[config.mk]
export PLATFORM = sky130hd
export DESIGN_NAME = cpu_bus_if_flat
export DESIGN_NICKNAME = d
export VERILOG_FILES = /design/src/rtl/cpu_bus_if_pkg.sv /design/src/rtl/cpu_bus_if_if.sv /design/src/rtl/cpu_bus_if_timeout.sv /design/src/rtl/cpu_bus_if.sv /design/src/flat_wrapper.sv
export SDC_FILE = /design/constraint.sdc
export NUM_CORES = 1
export LEC_CHECK = 0
export BUFFER_PORTS_ARGS = -buffer_cell sky130_fd_sc_hd__buf_4
export CELL_PAD_IN_SITES_DETAIL_PLACEMENT = 0
export CELL_PAD_IN_SITES_GLOBAL_PLACEMENT = 2
export CORE_MARGIN = 4
export CORE_UTILIZATION = 27
export CTS_CLUSTER_DIAMETER = 30
export DETAILED_ROUTE_END_ITERATION = 10
export PLACE_DENSITY_LB_ADDON = 0.1
export SYNTH_ARGS = -nofsm -noshare
export SYNTH_HDL_FRONTEND = slang
export SYNTH_SLANG_ARGS = --single-unit
[constraint.sdc]
create_clock -name clk -period 3.8 [get_ports clk]
set_clock_uncertainty 0.2 [all_clocks]
set_input_delay 0.19 -clock clk [delete_from_list [all_inputs] [get_ports clk]]
set_output_delay 0.19 -clock clk [all_outputs]
set_load 0.03 [all_outputs]
[src/rtl/cpu_bus_if_pkg.sv]
// cpu_bus_if_pkg: constants shared by the bus interface unit, its bus
// interface bundle and the watchdog sub-module.
//   - FSM state encodings (2-bit, legacy-compatible localparams)
//   - READ/WRITE direction levels, ENABLE_/DISABLE_ active-low levels
//   - default widths derived from the CPU word-address width
package cpu_bus_if_pkg;

  localparam int CPU_WORD_ADDR_W = 30;
  localparam int CPU_DATA_W      = 32;
  localparam int SPM_WORD_ADDR_W = 12;
  localparam int BUS_IF_STATE_W  = 2;

  localparam logic [BUS_IF_STATE_W-1:0] BUS_IF_STATE_IDLE   = 2'd0;
  localparam logic [BUS_IF_STATE_W-1:0] BUS_IF_STATE_REQ    = 2'd1;
  localparam logic [BUS_IF_STATE_W-1:0] BUS_IF_STATE_ACCESS = 2'd2;
  localparam logic [BUS_IF_STATE_W-1:0] BUS_IF_STATE_STALL  = 2'd3;

  localparam logic READ     = 1'b1;
  localparam logic WRITE    = 1'b0;
  localparam logic ENABLE_  = 1'b0;
  localparam logic DISABLE_ = 1'b1;

  // States in which the unit owns (or is asking for) the system bus.
  function automatic logic is_bus_phase(input logic [BUS_IF_STATE_W-1:0] st);
    return (st == BUS_IF_STATE_REQ) || (st == BUS_IF_STATE_ACCESS);
  endfunction

  function automatic logic is_read(input logic rw);
    return rw != WRITE;
  endfunction

endpackage

[src/rtl/cpu_bus_if_if.sv]
// cpu_bus_if_if: system-bus handshake bundle (req/grnt/as/rdy, all
// active-low) plus address, direction and data.
//   master : the bus interface unit (drives request, strobe, address, data)
//   slave  : the bus/arbiter side (drives grant, ready, read data)
interface cpu_bus_if_if
  import cpu_bus_if_pkg::*;
#(
  parameter int ADDR_W = CPU_WORD_ADDR_W,
  parameter int DATA_W = CPU_DATA_W
);

  logic              bus_req_;
  logic              bus_grnt_;
  logic              bus_as_;
  logic              bus_rdy_;
  logic              bus_rw;
  logic [ADDR_W-1:0] bus_addr;
  logic [DATA_W-1:0] bus_wr_data;
  logic [DATA_W-1:0] bus_rd_data;

  modport master (
    output bus_req_, bus_as_, bus_rw, bus_addr, bus_wr_data,
    input  bus_grnt_, bus_rdy_, bus_rd_data
  );

  modport slave (
    input  bus_req_, bus_as_, bus_rw, bus_addr, bus_wr_data,
    output bus_grnt_, bus_rdy_, bus_rd_data
  );

endinterface

[src/rtl/cpu_bus_if_timeout.sv]
// cpu_bus_if_timeout: access watchdog counter with terminal-count compare.
//   clk, reset : clock, asynchronous active-high reset
//   clr        : clears the counter (access launch)
//   en         : count this cycle (unit is in REQ or ACCESS)
//   tc         : counter has reached TIMEOUT-1; never asserted when TIMEOUT==0
module cpu_bus_if_timeout #(
  parameter int unsigned TIMEOUT = 255
) (
  input  logic clk,
  input  logic reset,
  input  logic clr,
  input  logic en,
  output logic tc
);

  localparam int CNT_W = (TIMEOUT > 1) ? $clog2(TIMEOUT) : 1;
  localparam logic [CNT_W-1:0] TC_VAL = CNT_W'(TIMEOUT - 1);

  logic [CNT_W-1:0] tcnt_p0;

  always_ff @(posedge clk or posedge reset) begin
    if (reset) begin
      tcnt_p0 <= '0;
    end else if (clr) begin
      tcnt_p0 <= '0;
    end else if (en && (TIMEOUT != 0)) begin
      tcnt_p0 <= tcnt_p0 + 1'b1;
    end
  end

  assign tc = (TIMEOUT != 0) && (tcnt_p0 == TC_VAL);

endmodule

[src/rtl/cpu_bus_if.sv]
// cpu_bus_if: bus interface unit of one pipeline stage (IF or MEM).
// Accesses inside the SPM window go to the scratch-pad combinationally;
// everything else runs a req/grnt/as/rdy cycle on the system bus.
//   clk, reset      : clock, asynchronous active-high reset
//   stall, flush    : owning-stage pipeline controls
//   busy            : access in progress, owning stage must stall
//   addr/as_/rw/wr_data/rd_data : stage-side access port
//   bus_err         : one-cycle pulse after a watchdog abort
//   spm_*           : scratch-pad memory port
//   bus             : system bus (master modport)
module cpu_bus_if
  import cpu_bus_if_pkg::*;
#(
  parameter int          ADDR_W     = CPU_WORD_ADDR_W,
  parameter int          DATA_W     = CPU_DATA_W,
  parameter int          SPM_ADDR_W = SPM_WORD_ADDR_W,
  parameter int unsigned SPM_BASE   = 0,
  parameter int unsigned TIMEOUT    = 255
) (
  input  logic                  clk,
  input  logic                  reset,
  input  logic                  stall,
  input  logic                  flush,
  output logic                  busy,
  input  logic [ADDR_W-1:0]     addr,
  input  logic                  as_,
  input  logic                  rw,
  input  logic [DATA_W-1:0]     wr_data,
  output logic [DATA_W-1:0]     rd_data,
  output logic                  bus_err,
  input  logic [DATA_W-1:0]     spm_rd_data,
  output logic [SPM_ADDR_W-1:0] spm_addr,
  output logic                  spm_as_,
  output logic                  spm_rw,
  output logic [DATA_W-1:0]     spm_wr_data,
  cpu_bus_if_if.master          bus
);

  localparam int TAG_W = ADDR_W - SPM_ADDR_W;
  localparam logic [TAG_W-1:0] SPM_TAG = TAG_W'(SPM_BASE);

  logic [BUS_IF_STATE_W-1:0] state_p0;
  logic                      req_p0;
  logic                      as_p0;
  logic                      rw_p0;
  logic [ADDR_W-1:0]         addr_p0;
  logic [DATA_W-1:0]         wdata_p0;
  logic [DATA_W-1:0]         rd_buf_p0;
  logic                      err_p0;
  logic                      discard_p0;

  logic                      spm_hit;
  logic                      in_idle;
  logic                      in_req;
  logic                      in_access;
  logic                      spm_sel;
  logic                      launch;
  logic                      done;
  logic                      abort;
  logic                      fwd;
  logic                      tmo_tc;
  logic [BUS_IF_STATE_W-1:0] end_state;

  assign spm_hit   = (addr[ADDR_W-1:SPM_ADDR_W] == SPM_TAG);
  assign in_idle   = (state_p0 == BUS_IF_STATE_IDLE);
  assign in_req    = (state_p0 == BUS_IF_STATE_REQ);
  assign in_access = (state_p0 == BUS_IF_STATE_ACCESS);

  assign spm_sel = in_idle && (as_ == ENABLE_) && spm_hit  && !flush;
  assign launch  = in_idle && (as_ == ENABLE_) && !spm_hit && !flush;
  assign done    = in_access && (bus.bus_rdy_ == ENABLE_);
  // A flush before grant retires the request quietly; ready always beats the watchdog.
  assign abort   = ((in_req && !flush) || in_access) && tmo_tc && !done;
  // Read data of a flushed access is never forwarded nor buffered.
  assign fwd     = done && is_read(rw_p0) && !flush && !discard_p0;
  assign end_state = (stall && !flush && !discard_p0) ? BUS_IF_STATE_STALL
                                                      : BUS_IF_STATE_IDLE;

  cpu_bus_if_timeout #(
    .TIMEOUT (TIMEOUT)
  ) u_timeout (
    .clk   (clk),
    .reset (reset),
    .clr   (launch),
    .en    (is_bus_phase(state_p0)),
    .tc    (tmo_tc)
  );

  // Stage side: combinational SPM path and busy/read-data steering
  assign spm_addr    = addr[SPM_ADDR_W-1:0];
  assign spm_rw      = rw;
  assign spm_wr_data = wr_data;
  assign spm_as_     = spm_sel ? ENABLE_ : DISABLE_;

  always_comb begin
    busy = launch || (in_req && !abort) || (in_access && !done && !abort);
    if (spm_sel) begin
      rd_data = spm_rd_data;
    end else if (fwd) begin
      rd_data = bus.bus_rd_data;
    end else begin
      rd_data = rd_buf_p0;
    end
  end

  // p0: bus FSM, latched bus request and read hold buffer
  always_ff @(posedge clk or posedge reset) begin
    if (reset) begin
      state_p0   <= BUS_IF_STATE_IDLE;
      req_p0     <= DISABLE_;
      as_p0      <= DISABLE_;
      rw_p0      <= READ;
      addr_p0    <= '0;
      wdata_p0   <= '0;
      rd_buf_p0  <= '0;
      err_p0     <= 1'b0;
      discard_p0 <= 1'b0;
    end else begin
      err_p0 <= 1'b0;
      case (state_p0)
        BUS_IF_STATE_IDLE: begin
          if (launch) begin
            req_p0     <= ENABLE_;
            rw_p0      <= rw;
            addr_p0    <= addr;
            wdata_p0   <= wr_data;
            discard_p0 <= 1'b0;
            state_p0   <= BUS_IF_STATE_REQ;
          end
        end
        BUS_IF_STATE_REQ: begin
          if (flush) begin
            req_p0   <= DISABLE_;
            state_p0 <= BUS_IF_STATE_IDLE;
          end else if (abort) begin
            req_p0    <= DISABLE_;
            rd_buf_p0 <= '0;
            err_p0    <= 1'b1;
            state_p0  <= end_state;
          end else if (bus.bus_grnt_ == ENABLE_) begin
            as_p0    <= ENABLE_;
            state_p0 <= BUS_IF_STATE_ACCESS;
          end
        end
        BUS_IF_STATE_ACCESS: begin
          // The strobe is a single-cycle pulse on entry to ACCESS.
          as_p0 <= DISABLE_;
          if (flush) begin
            discard_p0 <= 1'b1;
          end
          if (done) begin
            req_p0   <= DISABLE_;
            state_p0 <= end_state;
            if (fwd) begin
              rd_buf_p0 <= bus.bus_rd_data;
            end
          end else if (abort) begin
            req_p0    <= DISABLE_;
            rd_buf_p0 <= '0;
            err_p0    <= 1'b1;
            state_p0  <= end_state;
          end
        end
        BUS_IF_STATE_STALL: begin
          if (!stall || flush) begin
            state_p0 <= BUS_IF_STATE_IDLE;
          end
        end
        default: state_p0 <= BUS_IF_STATE_IDLE;
      endcase
    end
  end

  assign bus.bus_req_    = req_p0;
  assign bus.bus_as_     = as_p0;
  assign bus.bus_rw      = rw_p0;
  assign bus.bus_addr    = addr_p0;
  assign bus.bus_wr_data = wdata_p0;
  assign bus_err         = err_p0;

endmodule

[src/flat_wrapper.sv]
// flat-port wrapper written by rule: the top's interface ports become plain ports
module cpu_bus_if_flat import cpu_bus_if_pkg::*;
#(
  parameter int          ADDR_W     = CPU_WORD_ADDR_W,
  parameter int          DATA_W     = CPU_DATA_W,
  parameter int          SPM_ADDR_W = SPM_WORD_ADDR_W,
  parameter int unsigned SPM_BASE   = 0,
  parameter int unsigned TIMEOUT    = 255
)
  (clk, reset, stall, flush, busy, addr, as_, rw, wr_data, rd_data, bus_err, spm_rd_data, spm_addr, spm_as_, spm_rw, spm_wr_data, bus_bus_req_, bus_bus_as_, bus_bus_rw, bus_bus_addr, bus_bus_wr_data, bus_bus_grnt_, bus_bus_rdy_, bus_bus_rd_data);
  cpu_bus_if_if #(.ADDR_W(ADDR_W), .DATA_W(DATA_W)) bus_i ();
  input  logic clk;
  input  logic reset;
  input  logic stall;
  input  logic flush;
  output logic busy;
  input  logic [ADDR_W-1:0] addr;
  input  logic as_;
  input  logic rw;
  input  logic [DATA_W-1:0] wr_data;
  output logic [DATA_W-1:0] rd_data;
  output logic bus_err;
  input  logic [DATA_W-1:0] spm_rd_data;
  output logic [SPM_ADDR_W-1:0] spm_addr;
  output logic spm_as_;
  output logic spm_rw;
  output logic [DATA_W-1:0] spm_wr_data;
  output wire logic [$bits(bus_i.bus_req_)-1:0] bus_bus_req_;
  output wire logic [$bits(bus_i.bus_as_)-1:0] bus_bus_as_;
  output wire logic [$bits(bus_i.bus_rw)-1:0] bus_bus_rw;
  output wire logic [$bits(bus_i.bus_addr)-1:0] bus_bus_addr;
  output wire logic [$bits(bus_i.bus_wr_data)-1:0] bus_bus_wr_data;
  input wire logic [$bits(bus_i.bus_grnt_)-1:0] bus_bus_grnt_;
  input wire logic [$bits(bus_i.bus_rdy_)-1:0] bus_bus_rdy_;
  input wire logic [$bits(bus_i.bus_rd_data)-1:0] bus_bus_rd_data;
  assign bus_bus_req_ = bus_i.bus_req_;
  assign bus_bus_as_ = bus_i.bus_as_;
  assign bus_bus_rw = bus_i.bus_rw;
  assign bus_bus_addr = bus_i.bus_addr;
  assign bus_bus_wr_data = bus_i.bus_wr_data;
  assign bus_i.bus_grnt_ = bus_bus_grnt_;
  assign bus_i.bus_rdy_ = bus_bus_rdy_;
  assign bus_i.bus_rd_data = bus_bus_rd_data;
  cpu_bus_if #(.ADDR_W(ADDR_W), .DATA_W(DATA_W), .SPM_ADDR_W(SPM_ADDR_W), .SPM_BASE(SPM_BASE), .TIMEOUT(TIMEOUT)) u_core (.clk(clk), .reset(reset), .stall(stall), .flush(flush), .busy(busy), .addr(addr), .as_(as_), .rw(rw), .wr_data(wr_data), .rd_data(rd_data), .bus_err(bus_err), .spm_rd_data(spm_rd_data), .spm_addr(spm_addr), .spm_as_(spm_as_), .spm_rw(spm_rw), .spm_wr_data(spm_wr_data), .bus(bus_i));
endmodule
==> flow_metrics.env <==
export IMPL_diodes=0
export IMPL_design_area_um2=8696
export IMPL_synth_seq_cells=109
export IMPL_place_area_um2=7402
export IMPL_fp_dieH_um=150.2
export IMPL_synth_top_cell_area_share=0.4860
export IMPL_async_flop_share=1.000
export IMPL_arrival_ns=3.52
export IMPL_leakage_nw=4.394
export IMPL_ys_flop_type="dfrtp_1"
export IMPL_reg2reg_from="u_core.state_p0[0]"
export IMPL_cts_resized=0
export IMPL_numCtsBuffers=9
export IMPL_period_needed_ns=3.489
export IMPL_r2r_end="u_core.state_p0[0]"
export IMPL_min_period_over_period=0.9183
export IMPL_final_hold_viol_count=0
export IMPL_start_kind="input port"
export IMPL_insertion_delay_ns=0.35
export IMPL_io_buffers=278
export IMPL_post_route_drc_count=0
export IMPL_r2r_slack_ns=0.50
export IMPL_syn_inst=459
export IMPL_setup_viol=0
export IMPL_status="completed"
export IMPL_drtIter0Drc=178
export IMPL_ys_seq_area_frac=0.5005
export IMPL_vias_per_cell=4.360
export IMPL_slew_headroom=0.1826
export IMPL_antenna_left=0
export IMPL_vdd_ir_drop_max_uv=334.5
export IMPL_core_area_um2=19650
export IMPL_multi_input_area_um2=2173
export IMPL_fin_tns_setup_ns=0
export IMPL_area_growth_pct=59.33
export IMPL_grt_total_usage=0.1469
export IMPL_synthesis_area_um2=5458
export IMPL_synth_top_cell_by_area="dfrtp_1"
export IMPL_grt_antenna_before_repair=0
export IMPL_grt_first_pass_wirelength_um=25960
export IMPL_synth_edf_count=0
export IMPL_intPower_mw=3.804
export IMPL_rsz0062_at_grt="false"
export IMPL_yosys_warnings=0
export IMPL_fmax_mhz=286.6
export IMPL_drive_above_1_share=0.4707
export IMPL_drtPass1Iterations=4
export IMPL_cts_root_buffer="clkbuf_16"
export IMPL_p_per_area_nw_per_um2=749.8
export IMPL_clk_pin_slew_ns=0.07
export IMPL_worst_slew_pin_slew_ns=1.223
export IMPL_ys_types=42
export IMPL_min_path_type="input port to register"
export IMPL_rows=51
export IMPL_syn_area_per_cell_um2=11.89
export IMPL_comb_power_share=0.542
export IMPL_crit_type="input port to register"
export IMPL_totalWireLength_um=16740
export IMPL_gp_congestion=0.7359
export IMPL_syn_num_nets=600
export IMPL_cts_tree="built"
export IMPL_nets=922
export IMPL_grt_overflow=0
export IMPL_cap_violations=0
export IMPL_initial_core_util=0.2777
export IMPL_endpoint="u_core.state_p0[0]"
export IMPL_yosys_top_cells_area="dfrtp_1 (49%), mux2_2 (13%), buf_4 (6.2%), mux2i_1 (6.1%), a22o_1 (5.3%)"
export IMPL_grt_pass1_vias=4803
export IMPL_cts_max_level=3
export IMPL_critPathLaunch="addr[17]"
export IMPL_wl_per_cell_um=15.92
export IMPL_switching_share=0.4166
export IMPL_num_vias=4582
export IMPL_clock_sinks=109
export IMPL_fillCellCount=1923
export IMPL_crit_fanout=44
export IMPL_slew_viol_final=0
export IMPL_dpl_hpwl_um=12140
export IMPL_end_kind="register"
export IMPL_crit_required_ns=3.83
export IMPL_grt_max_degree=68
export IMPL_pwr_share_clk=0.149
export IMPL_reg2reg_depth=8
export IMPL_ioPinCount=279
export IMPL_finalPower_mw=6.520
export IMPL_clk_path_buf_depth=2
export IMPL_switching_power_mw=2.716
export IMPL_die_x_um=150.2
export IMPL_pwr_share_seq=0.310
export IMPL_dieArea_um2=22550
export IMPL_seqCellArea_um2=2731
==> through the flow <==
step	utilization	hold WS, ns	worst slack, ns	std cells
floorplan	-	0.1260	0.5410	459
detailed placement	0.3766	0.2298	0.7247	936
finish	0.4425	0.1158	0.3106	1051
CTS	0.4425	0.1030	0.2806	1051
global route	0.4425	0.1721	0.05396	1051
global placement	0.3766	0.2275	0.7244	936
==> cell type report <==
| cell class | count | area share |
|---|---|---|
| Timing Repair Buffer | 383 | 0.3606 |
| Tap cell | 265 | 0.03813 |
| Inverter | 5 | 0.002446 |
| Clock inverter | 5 | 0.006906 |
| Clock buffer | 11 | 0.02791 |
| Sequential cell | 109 | 0.3141 |
| Multi-Input combinational cell | 273 | 0.2499 |
==> synthesized netlist by cell type (2+ instances only) <==
cell type and number:
nand4_1 3, xnor2_1 6, a22o_1 33, o21ai_0 5
nand2_1 12, ha_1 7, nor2_1 36, buf_4 45
buf_6 11, and2_1 8, clkbuf_1 4, mux2i_1 33
inv_1 5, buf_2 12, dfstp_2 3, a21oi_1 33
nand2b_1 3, dfrtp_1 106, nand3_1 4, mux2_2 63
and3_1 2, nor4_1 4, o211ai_1 2
==> repair_timing <==
item	4_1_cts	5_1_grt
buffers inserted	0	0
endpoints found under the setup margin	0	0
hold buffers	99	0
endpoints found under the hold margin	162	0
==> cells by family after synthesis <==
family                   share of synthesized area
flip-flops                                  0.5005
multiplexers                                0.1926
AO/OA/AOI/OAI                               0.1080
AND/OR/NAND/NOR                            0.06992
buffers and inverters                       0.1018
XOR/XNOR                                   0.01123
adder cells (fa/ha/maj)                    0.01605
==> power groups by stage <==
stage                     Sequential, mW  Clock (mW)  Combinational [mW]
final                               2.02       0.968                3.53
after global routing                2.09        1.06                3.75
after global placement              2.02           0                3.46
after floorplan                     2.71           0                1.51
after detailed placement            2.04           0                3.48
after CTS                           2.02        1.02                3.59
==> flip-flops by register name, summed over array words and instances (netlist names) <==
signal and count:
u_core.bus.bus_req_ 1, u_core.bus.bus_rw 1, u_core.discard_p0 1, u_core.bus.bus_as_ 1
u_core.u_timeout.tcnt_p0 8, u_core.state_p0 2, u_core.bus_err 1, u_core.bus.bus_wr_data 32
u_core.rd_buf_p0 32, u_core.bus.bus_addr 30
==> cells in the final DEF (no fill, tap or decap), types with 2 or more instances in the layout <==
master	count
and2_1	8
nand2_1	12
mux2_2	63
inv_1	4
nor4_1	4
dfstp_2	3
a21oi_1	33
a22o_1	33
clkbuf_16	9
o21ai_0	5
nand4_1	3
xnor2_1	6
nand2b_1	3
ha_1	7
and3_1	2
buf_4	283
dfrtp_1	106
nor2_1	35
dlygate4sd3_1	99
mux2i_1	33
nand3_1	4
o211ai_1	2
clkinv_4	2
==> worst min-delay path by stage <==
| stage | start | end | slack (ns) | cells after the start |
|---|---|---|---|---|
| after global placement | bus_bus_rd_data[4] | u_core.rd_buf_p0[4] | 0.23 | 2 |
| after floorplan | flush | u_core.discard_p0 | 0.13 | 2 |
| final | stall | u_core.state_p0[1] | 0.12 | 4 |
| after detailed placement | bus_bus_rd_data[5] | u_core.rd_buf_p0[5] | 0.23 | 2 |
| after CTS | stall | u_core.state_p0[1] | 0.10 | 4 |
| after global routing | stall | u_core.state_p0[1] | 0.17 | 4 |
==> metal layers <==
layer | GRT usage | share of wire
met1 | 0.1739 | 0.40
met2 | 0.2663 | 0.54
met3 | 0.02318 | 0.046
met4 | 0.05718 | 0.021
met5 | 0 | 0
==> critical path: stages <==
cell and delay [ns]:
dlygate4sd3_1 0.53, buf_4 0.13, nor4_1 0.47, nand3_1 0.22
o21bai_4 0.99, a221oi_2 0.23, mux2i_1 0.17, dlygate4sd3_1 0.57
No activity file was read; power rests on OpenSTA's default activity.
